===== src/rtl/traceback_reader.sv =====
// traceback_reader
//   Walks the direction memory written by the systolic PE array back from the
//   max-score cell and streams the alignment ops (M/I/D) in reverse order to
//   the CIGAR packer. Only one traceback runs at a time.
//
// Ports
//   clk, reset_i            clock, synchronous active-high reset
//   start_i                 begin a traceback at (max_x_i, max_y_i), 1-based
//   rd_en_o, rd_x_o, rd_y_o direction memory read request (one outstanding)
//   rd_data_i               direction word, valid one cycle after rd_en_o
//   op_o, op_valid_o        op stream (0=M, 1=I, 2=D), held until op_ready_i
//   op_ready_i              downstream accept
//   busy_o, done_o          walk in progress / one-cycle completion pulse
//   end_x_o, end_y_o        cell where the walk stopped
//   op_cnt_o                ops emitted in the current/last walk (saturating)
module traceback_reader #(
    parameter int ADDR_W = 10,
    parameter int DIR_W  = 5,
    parameter int CNT_W  = 11
) (
    input  logic              clk,
    input  logic              reset_i,
    input  logic              start_i,
    input  logic [ADDR_W-1:0] max_x_i,
    input  logic [ADDR_W-1:0] max_y_i,
    output logic              rd_en_o,
    output logic [ADDR_W-1:0] rd_x_o,
    output logic [ADDR_W-1:0] rd_y_o,
    input  logic [DIR_W-1:0]  rd_data_i,
    output logic [1:0]        op_o,
    output logic              op_valid_o,
    input  logic              op_ready_i,
    output logic              busy_o,
    output logic              done_o,
    output logic [ADDR_W-1:0] end_x_o,
    output logic [ADDR_W-1:0] end_y_o,
    output logic [CNT_W-1:0]  op_cnt_o
);

    typedef enum logic [2:0] {S_IDLE, S_READ, S_WAIT, S_DECODE, S_EMIT, S_DONE} state_t;
    typedef enum logic [2:0] {G_H, G_F, G_FH, G_E, G_EH} gap_t;

    localparam logic [1:0] OP_M = 2'd0;
    localparam logic [1:0] OP_I = 2'd1;
    localparam logic [1:0] OP_D = 2'd2;

    // Gap-entry codes (d[4]=0). Any other code with d[4]=0 ends the walk.
    localparam logic [DIR_W-1:0] W_F  = DIR_W'(5'b00111);
    localparam logic [DIR_W-1:0] W_FH = DIR_W'(5'b01111);
    localparam logic [DIR_W-1:0] W_E  = DIR_W'(5'b00011);
    localparam logic [DIR_W-1:0] W_EH = DIR_W'(5'b01011);

    localparam logic [ADDR_W-1:0] ONE = ADDR_W'(1);

    state_t            r_state;
    gap_t              r_gap;
    logic [ADDR_W-1:0] r_x, r_y;
    logic [ADDR_W-1:0] r_nx, r_ny;     // coordinates applied once the op is accepted
    logic [DIR_W-1:0]  r_dir;
    logic [1:0]        r_op;
    logic              r_op_valid;
    logic              r_rd_en;
    logic              r_busy;
    logic              r_done;
    logic [ADDR_W-1:0] r_end_x, r_end_y;
    logic [CNT_W-1:0]  r_cnt;

    function automatic logic [CNT_W-1:0] sat_inc(input logic [CNT_W-1:0] v);
        return (&v) ? v : v + CNT_W'(1);
    endfunction

    always_ff @(posedge clk) begin
        if (reset_i) begin
            r_state    <= S_IDLE;
            r_gap      <= G_H;
            r_x        <= '0;
            r_y        <= '0;
            r_op       <= OP_M;
            r_op_valid <= 1'b0;
            r_rd_en    <= 1'b0;
            r_busy     <= 1'b0;
            r_done     <= 1'b0;
            r_end_x    <= '0;
            r_end_y    <= '0;
            r_cnt      <= '0;
        end else begin
            r_done  <= 1'b0;
            r_rd_en <= 1'b0;
            case (r_state)
                S_IDLE: begin
                    if (start_i) begin
                        r_x    <= max_x_i;
                        r_y    <= max_y_i;
                        r_cnt  <= '0;
                        r_gap  <= G_H;
                        r_busy <= 1'b1;
                        if (max_x_i == '0 || max_y_i == '0) begin
                            r_state <= S_DONE;
                            r_done  <= 1'b1;
                            r_end_x <= max_x_i;
                            r_end_y <= max_y_i;
                        end else begin
                            r_state <= S_READ;
                            r_rd_en <= 1'b1;
                        end
                    end
                end
                S_READ: r_state <= S_WAIT;
                S_WAIT: begin
                    r_dir   <= rd_data_i;
                    r_state <= S_DECODE;
                end
                S_DECODE: begin
                    case (r_gap)
                        G_H: begin
                            if (r_dir[4]) begin
                                r_op       <= OP_M;
                                r_nx       <= r_x - ONE;
                                r_ny       <= r_y - ONE;
                                r_op_valid <= 1'b1;
                                r_state    <= S_EMIT;
                            end else if (r_dir == W_F) begin
                                r_gap <= G_F;       // re-decode same word in gap state
                            end else if (r_dir == W_FH) begin
                                r_gap <= G_FH;
                            end else if (r_dir == W_E) begin
                                r_gap <= G_E;
                            end else if (r_dir == W_EH) begin
                                r_gap <= G_EH;
                            end else begin
                                r_state <= S_DONE;
                                r_done  <= 1'b1;
                                r_end_x <= r_x;
                                r_end_y <= r_y;
                            end
                        end
                        G_F, G_FH: begin
                            r_op       <= OP_I;
                            r_nx       <= r_x;
                            r_ny       <= r_y - ONE;
                            r_op_valid <= 1'b1;
                            r_state    <= S_EMIT;
                            if (!((r_gap == G_F) ? r_dir[3] : r_dir[1]))
                                r_gap <= G_H;
                        end
                        G_E, G_EH: begin
                            r_op       <= OP_D;
                            r_nx       <= r_x - ONE;
                            r_ny       <= r_y;
                            r_op_valid <= 1'b1;
                            r_state    <= S_EMIT;
                            if (!((r_gap == G_E) ? r_dir[2] : r_dir[0]))
                                r_gap <= G_H;
                        end
                        default: r_gap <= G_H;
                    endcase
                end
                S_EMIT: begin
                    if (op_ready_i) begin
                        r_op_valid <= 1'b0;
                        r_cnt      <= sat_inc(r_cnt);
                        r_x        <= r_nx;
                        r_y        <= r_ny;
                        // Stop on reaching row/column 0 so coordinates never wrap.
                        if (r_nx == '0 || r_ny == '0) begin
                            r_state <= S_DONE;
                            r_done  <= 1'b1;
                            r_end_x <= r_nx;
                            r_end_y <= r_ny;
                        end else begin
                            r_state <= S_READ;
                            r_rd_en <= 1'b1;
                        end
                    end
                end
                S_DONE: begin
                    r_state <= S_IDLE;
                    r_busy  <= 1'b0;
                end
                default: r_state <= S_IDLE;
            endcase
        end
    end

    assign rd_en_o    = r_rd_en;
    assign rd_x_o     = r_x;
    assign rd_y_o     = r_y;
    assign op_o       = r_op;
    assign op_valid_o = r_op_valid;
    assign busy_o     = r_busy;
    assign done_o     = r_done;
    assign end_x_o    = r_end_x;
    assign end_y_o    = r_end_y;
    assign op_cnt_o   = r_cnt;

endmodule

===== config.mk =====
export PLATFORM = sky130hd
export DESIGN_NAME = traceback_reader
export DESIGN_NICKNAME = d
export VERILOG_FILES = /design/src/rtl/traceback_reader.sv
export SDC_FILE = /design/constraint.sdc
export NUM_CORES = 1
export LEC_CHECK = 0
export CAP_MARGIN = 20
export CORE_ASPECT_RATIO = 0.8
export CORE_MARGIN = 2
export CORE_UTILIZATION = 35
export DETAILED_ROUTE_END_ITERATION = 7
export PLACE_DENSITY = 0.67
export REMOVE_ABC_BUFFERS = 1
export SLEW_MARGIN = 30
export SYNTH_ARGS = -nofsm -noshare
export SYNTH_HDL_FRONTEND = slang
export SYNTH_SLANG_ARGS = --single-unit

===== constraint.sdc =====
create_clock -name clk -period 3.82 [get_ports clk]
set_input_delay 0.764 -clock clk [delete_from_list [all_inputs] [get_ports clk]]
set_output_delay 0.764 -clock clk [all_outputs]
set_load 0.02 [all_outputs]

# Word level (Yosys, flattened, before mapping)
# Cells that the tools add are included.
# op_classes
add_sub_neg	3
n_mul	0
div	0
n_lt_le_gt_ge	0
eq_ne	35
n_shift	0
n_mux	83
n_bitwise	1
n_reduce_logical	28
# op_table
operator	n
10-bit two-way mux	26
10-bit case mux with 3 select lines	4
3-bit two-way mux	17
10-bit logical NOT	4
10-bit case mux with 2 select lines	2
11-bit two-way mux	3
2-bit inequality test (second input constant)	11
11-bit case mux with 2 select lines	1
11-bit AND reduction	2
10-bit by 1-bit subtractor with 10-bit output (second input constant)	2
1-bit two-way mux	19
4-bit inequality test (second input constant)	4
3-bit case mux with 5 select lines	1
3-bit by 2-bit == test with 1-bit output (second input constant)	4
3-bit inequality test (second input constant)	4
3-bit case mux with 2 select lines	2
4-bit AND reduction	3
11-bit by 1-bit adder with 11-bit output (second input constant)	1
5-bit by 4-bit == test with 1-bit output (second input constant)	2
3-bit == test (second input constant)	3
3-bit case mux with 3 select lines	1
1-bit case mux with 2 select lines	4
2-bit nonzero test	4
7-bit AND reduction	1
18 further kinds	25
# word_totals
reg_bits	88
latchBits	0
ramBits	0
mem_bits_ro	0
elab_cells	165
n_memories	0

# Longest topological paths before layout
# depth
ltp_word	8
mapped_depth	8

# Least setup slack after synthesis
# Ideal clock, no wire load.
# synth_timing
kind	input to register
from	input reset_i
to	register r_nx[0] (enable)
setup_ps	397
arrival_time_ps	2044
setup_slack_ps	1379
path_stages	3
path_cell_list	buf_1 -> clkbuf_1 -> nor2_1
# synth_between
elab_chain_len	2
# synth_rtl
element	line_no	text
start: declaration	22	input logic reset_i,
1-bit inverter (no line)	--	
4-bit AND reduction (no line)	--	
end signal: assignment	118	r_nx <= r_x - ONE;
end signal: assignment	139	r_nx <= r_x;
end signal: assignment	148	r_nx <= r_x - ONE;
end: declaration	58	logic [ADDR_W-1:0] r_nx, r_ny;
# No other way between the ends.
# A chain may end at the register's enable or synchronous reset.

# Final worst setup path
# layout_timing
from	register r_state[0]
to	register r_end_y[8] (netlist: end_y_o[8])
# layout_between
elab_chain_len	3
elab_cells_between_ends	16
cone_classes	eq/ne (12); mux (1); reduce/logical (3)
# layout_rtl
element	line_no	text
start: declaration	55	state_t r_state;
start signal: assignment	74	r_state <= S_IDLE;
start signal: assignment	98	r_state <= S_DONE;
start signal: assignment	103	r_state <= S_READ;
3-bit by 2-bit == test with 1-bit output (tied with other cells)	89	case (r_state)
2-bit by 1-bit inequality test with 1-bit output (no line) (tied with other cells)	--	
11-bit AND reduction (no line)	--	
end signal: assignment	101	r_end_y <= max_y_i;
end signal: assignment	134	r_end_y <= r_y;
end signal: assignment	169	r_end_y <= r_ny;
end: declaration	65	logic [ADDR_W-1:0] r_end_x, r_end_y;
# Parallel ways exist; a longest one is shown, timed or not.

==> metrics.md <==
| Metric | Value |
|---|---|
| Largest net degree at the start of global routing | `55` |
| R2R Setup Slk | `approximately 1.2 ns` |
| Vias | `a little over 4000` |
| Final slew viol count | `0` |
| Cell area after layout | `0.00568 mm^2` |
| Final setup viols | `0` |
| Mapped Cells | `~460` |
| Storage element area | `between 0.002 and 0.0025 mm^2` |
| Top FF cell, synth | `dfxtp_1` |
| Final Power | `around 3.3 mW` |
| Placer Congestion | `0.930` |
| Final ANT Viol Nets | `0` |
| Routed wire length | `between 10 and 15 mm` |
| Comb pwr share | `35.6%` |
| Area added between synthesis and finish | `27.3%` |
| Slowest CP cell | `and3b_1` |
| Worst r2r path cells | `5` |
| Cts hold-fix bufs | `0` |
| Die Height | `105 um` |
| Worst Hold End | `op_valid_o$_SDFFE_PP0P_` |
| Total gr overflow | `0` |
| NetSw | `1.20 mW` |
| Tcrit/Tclk final | `around 70%` |
| Fin crit period | `~2.6 ns` |
| Worst-margin pin slew | `~0.93 ns` |
| WP buf/inv | `1` |
| Die ar. | `around 0.014 mm^2` |
| CTS tree | `yes` |
| Final setup TNS | `0 ns` |
| Clock transition at the registers of the reported paths | `approximately 0.06 ns` |
| First-pass GRT wire length | `~20 mm` |
| Hold_sp | `op_valid_o$_SDFFE_PP0P_` |
| Switching Fraction | `between 30% and 40%` |
| Max FO, Critical Path | `15` |
| Slowest stage delay, CP | `0.63 ns` |
| FMAX | `around 0.38 GHz` |
| Cell Chain, Critical Path | `and3b_1 > nor2_1 > buf_4 > a221oi_1 > a211oi_2` |
| Total CTS buffers | `9` |
| Number of DRC markers in iteration 0 | `between 400 and 500` |
| RSZ-0062 raised after global routing | `no` |
| Reg-to-Reg End | `end_y_o[8]$_SDFFE_PP0P_` |
| Post-CTS setup repair buffer count | `0` |
| Crit. End Element | `flop` |
| All-Layer GR Usage | `around a fifth` |
| Commonest cells after routing, fill and taps aside | `clkdlybuf4s50_1, dfxtp_1, nor2_1` |
| Critical path type | `reg2reg` |
| First-pass DRT Iterations | `6` |
| Routed wire per std cell | `about 18 um` |
| Number of global-route vias before repair | `3805` |
| Initial cell density of the core | `between 30% and 40%` |
| Post-synth EDFFs | `25` |
| Layout Utilization | `46.2%` |
| Total core area | `0.0123 mm^2` |
| Placed cell count | `between 600 and 700` |
| Dpl cell area | `0.00540 mm^2` |
| Clock skew | `approximately 0.0028 ns` |
| Ant diodes | `0` |
| Mapped Area | `0.00446 mm^2` |
| Initial antenna violation count | `0` |
| Vias/cell | `about 5.8` |
| Req. time, crit path | `4.02 ns` |
| Status | `finished clean` |
| Max cap viols | `0` |
| Cts repair resizes | `0` |
| Fillers | `between 1000 and 1500` |
| I/O pins | `86` |
| FFs w/ async S/R, synth | `0%` |
| Syn avg cell area | `between 9 and 10 um^2` |
| Power per cell area | `just under 600 mW/mm^2` |
| Clock buffer depth | `2` |
| Clock tree root driver cell | `clkbuf_16` |
| Sequential share of the synthesized area | `around 45%` |
| Max rail drop VDD | `approximately 300 uV` |
| Leakage | `1.96 nW` |
| CTS HTree Levels | `3` |
| Multi-input logic area | `approximately 0.0022 mm^2` |
| Buffers on Ports | `85` |
| Fin cells | `704` |
| Worst path arrival time | `between 2 and 3 ns` |
| Worst slew margin | `37.6%` |
| DRC violations left | `0` |
| Share of cells above drive strength 1 | `around a tenth` |
| HP Class | `reg2reg` |
| CP top delay family | `simple AND/OR/NAND/NOR gates` |
| Register bit count reported by yosys | `88` |
| Worst-Skew Late Latency | `0.34 ns` |
| DIE WIDTH | `130 um` |
| Nature of the critical path startpoint | `flop` |
| Commonest non-fill, non-tap cell in the layout | `clkdlybuf4s50_1` |
| Sequential fraction of design power | `between 30% and 40%` |
| Row cnt | `36` |
| Final Hold Viols | `0` |
| Clock sink count | `around 90` |
| Clock power frac | `25.5%` |
| Internal Power | `2.13 mW` |
| YS warnings | `0` |
| Post-detail-place hpwl | `8.87 mm` |
| Worst r2r src | `r_state[0]$_SDFFE_PP0P_` |
| Hold path depth | `2` |
| Cell variety after synth | `between 50 and 60` |
| Nets | `560` |
-- kinds of logic after synthesis --
group / synth area share (%)
mux: 0.252
fa+ha+maj: 0.841
xor+xnor: 5.30
flops: 45.1
simple gates: 21.6
compound gates: 21.5
buf+inv: 5.41
-- cell type report --
type	count	area share, %
repair buffers	94	16.1
flip-flops and latches	88	35.4
multi-input cells	324	39.0
clock buffers	13	4.78
well taps	171	3.77
inverters	11	0.727
clock inverters	3	0.264
-- through the flow --
stage               hold slack [ns]  setup WS (ns)
finish                        0.466           1.18
global route                  0.494          0.933
CTS                           0.475           1.22
detailed placement            0.466          0.869
global placement              0.461          0.959
floorplan                     0.527           1.01
-- Yosys cell counts, types with 2 or more instances --
master	instances	area (um^2)
a211oi_1	24	180
a211oi_2	20	250
a21oi_1	10	50.1
a221oi_1	21	184
a22oi_1	3	22.5
a31oi_1	21	131
and3_1	21	131
buf_1	4	15.0
buf_2	10	50.1
buf_4	3	22.5
buf_6	4	45.0
clkbuf_1	18	67.6
dfxtp_1	63	1260
edfxtp_1	25	751
ha_1	3	37.5
inv_1	11	41.3
nand2_1	21	78.8
nand2b_1	5	31.3
nand3_1	9	45.0
nand3b_1	3	22.5
nand4_1	4	25.0
nand4b_1	2	17.5
nor2_1	54	203
nor3_1	22	110
nor3_2	2	20.0
nor3b_1	2	15.0
nor4_1	14	87.6
nor4_4	2	42.5
nor4b_1	3	26.3
o21ai_0	5	25.0
o22ai_1	2	12.5
or4_1	3	22.5
xnor2_1	15	131
xor2_1	12	105
-- sequential cells by signal (all words and copies together) (netlist names) --
name,cells
op_cnt_o,11
end_x_o,10
end_y_o,10
r_nx,10
r_ny,10
rd_x_o,10
rd_y_o,10
r_dir,5
r_gap,3
r_state,3
op_o,2
busy_o,1
done_o,1
op_valid_o,1
rd_en_o,1
-- power by group through the flow --
| stage | combinational (mW) | sequential (mW) | clock [mW] |
|---|---|---|---|
| floorplan | 0.591 | 1.39 | 0 |
| global placement | 1.15 | 1.31 | 0 |
| detailed placement | 1.17 | 1.31 | 0 |
| CTS | 1.18 | 1.29 | 0.865 |
| global route | 1.28 | 1.31 | 0.898 |
| finish | 1.18 | 1.29 | 0.846 |
-- tightest hold or removal path, delay by kind of cell (launching register included) --
family           cells  cell delay (ns)
AO/OA/AOI/OAI        1             0.05
flip-flops           1             0.31
AND/OR/NAND/NOR      1             0.05
-- per-layer routing --
| metal | global-route usage [%] | wire length, um |
|---|---|---|
| met1 | 27.7 | 5730 |
| met2 | 27.6 | 5660 |
| met3 | 5.17 | 1230 |
| met4 | 5.68 | 202 |
| met5 | 0 | 0 |
-- worst max-delay path by stage --
stage / startpoint / cells past startpoint / end
4_1_cts: max_x_i[4] / 7 / done_o$_SDFF_PP0_
6_report: r_state[0]$_SDFFE_PP0P_ / 5 / end_y_o[8]$_SDFFE_PP0P_
3_3_place_gp: max_x_i[4] / 7 / done_o$_SDFF_PP0_
5_1_grt: r_state[0]$_SDFFE_PP0P_ / 6 / done_o$_SDFF_PP0_
2_1_floorplan: r_state[2]$_SDFFE_PP0P_ / 4 / r_nx[0]$_DFFE_PP_
3_5_place_dp: max_x_i[4] / 7 / done_o$_SDFF_PP0_
Power figures use the tool's default switching activity.
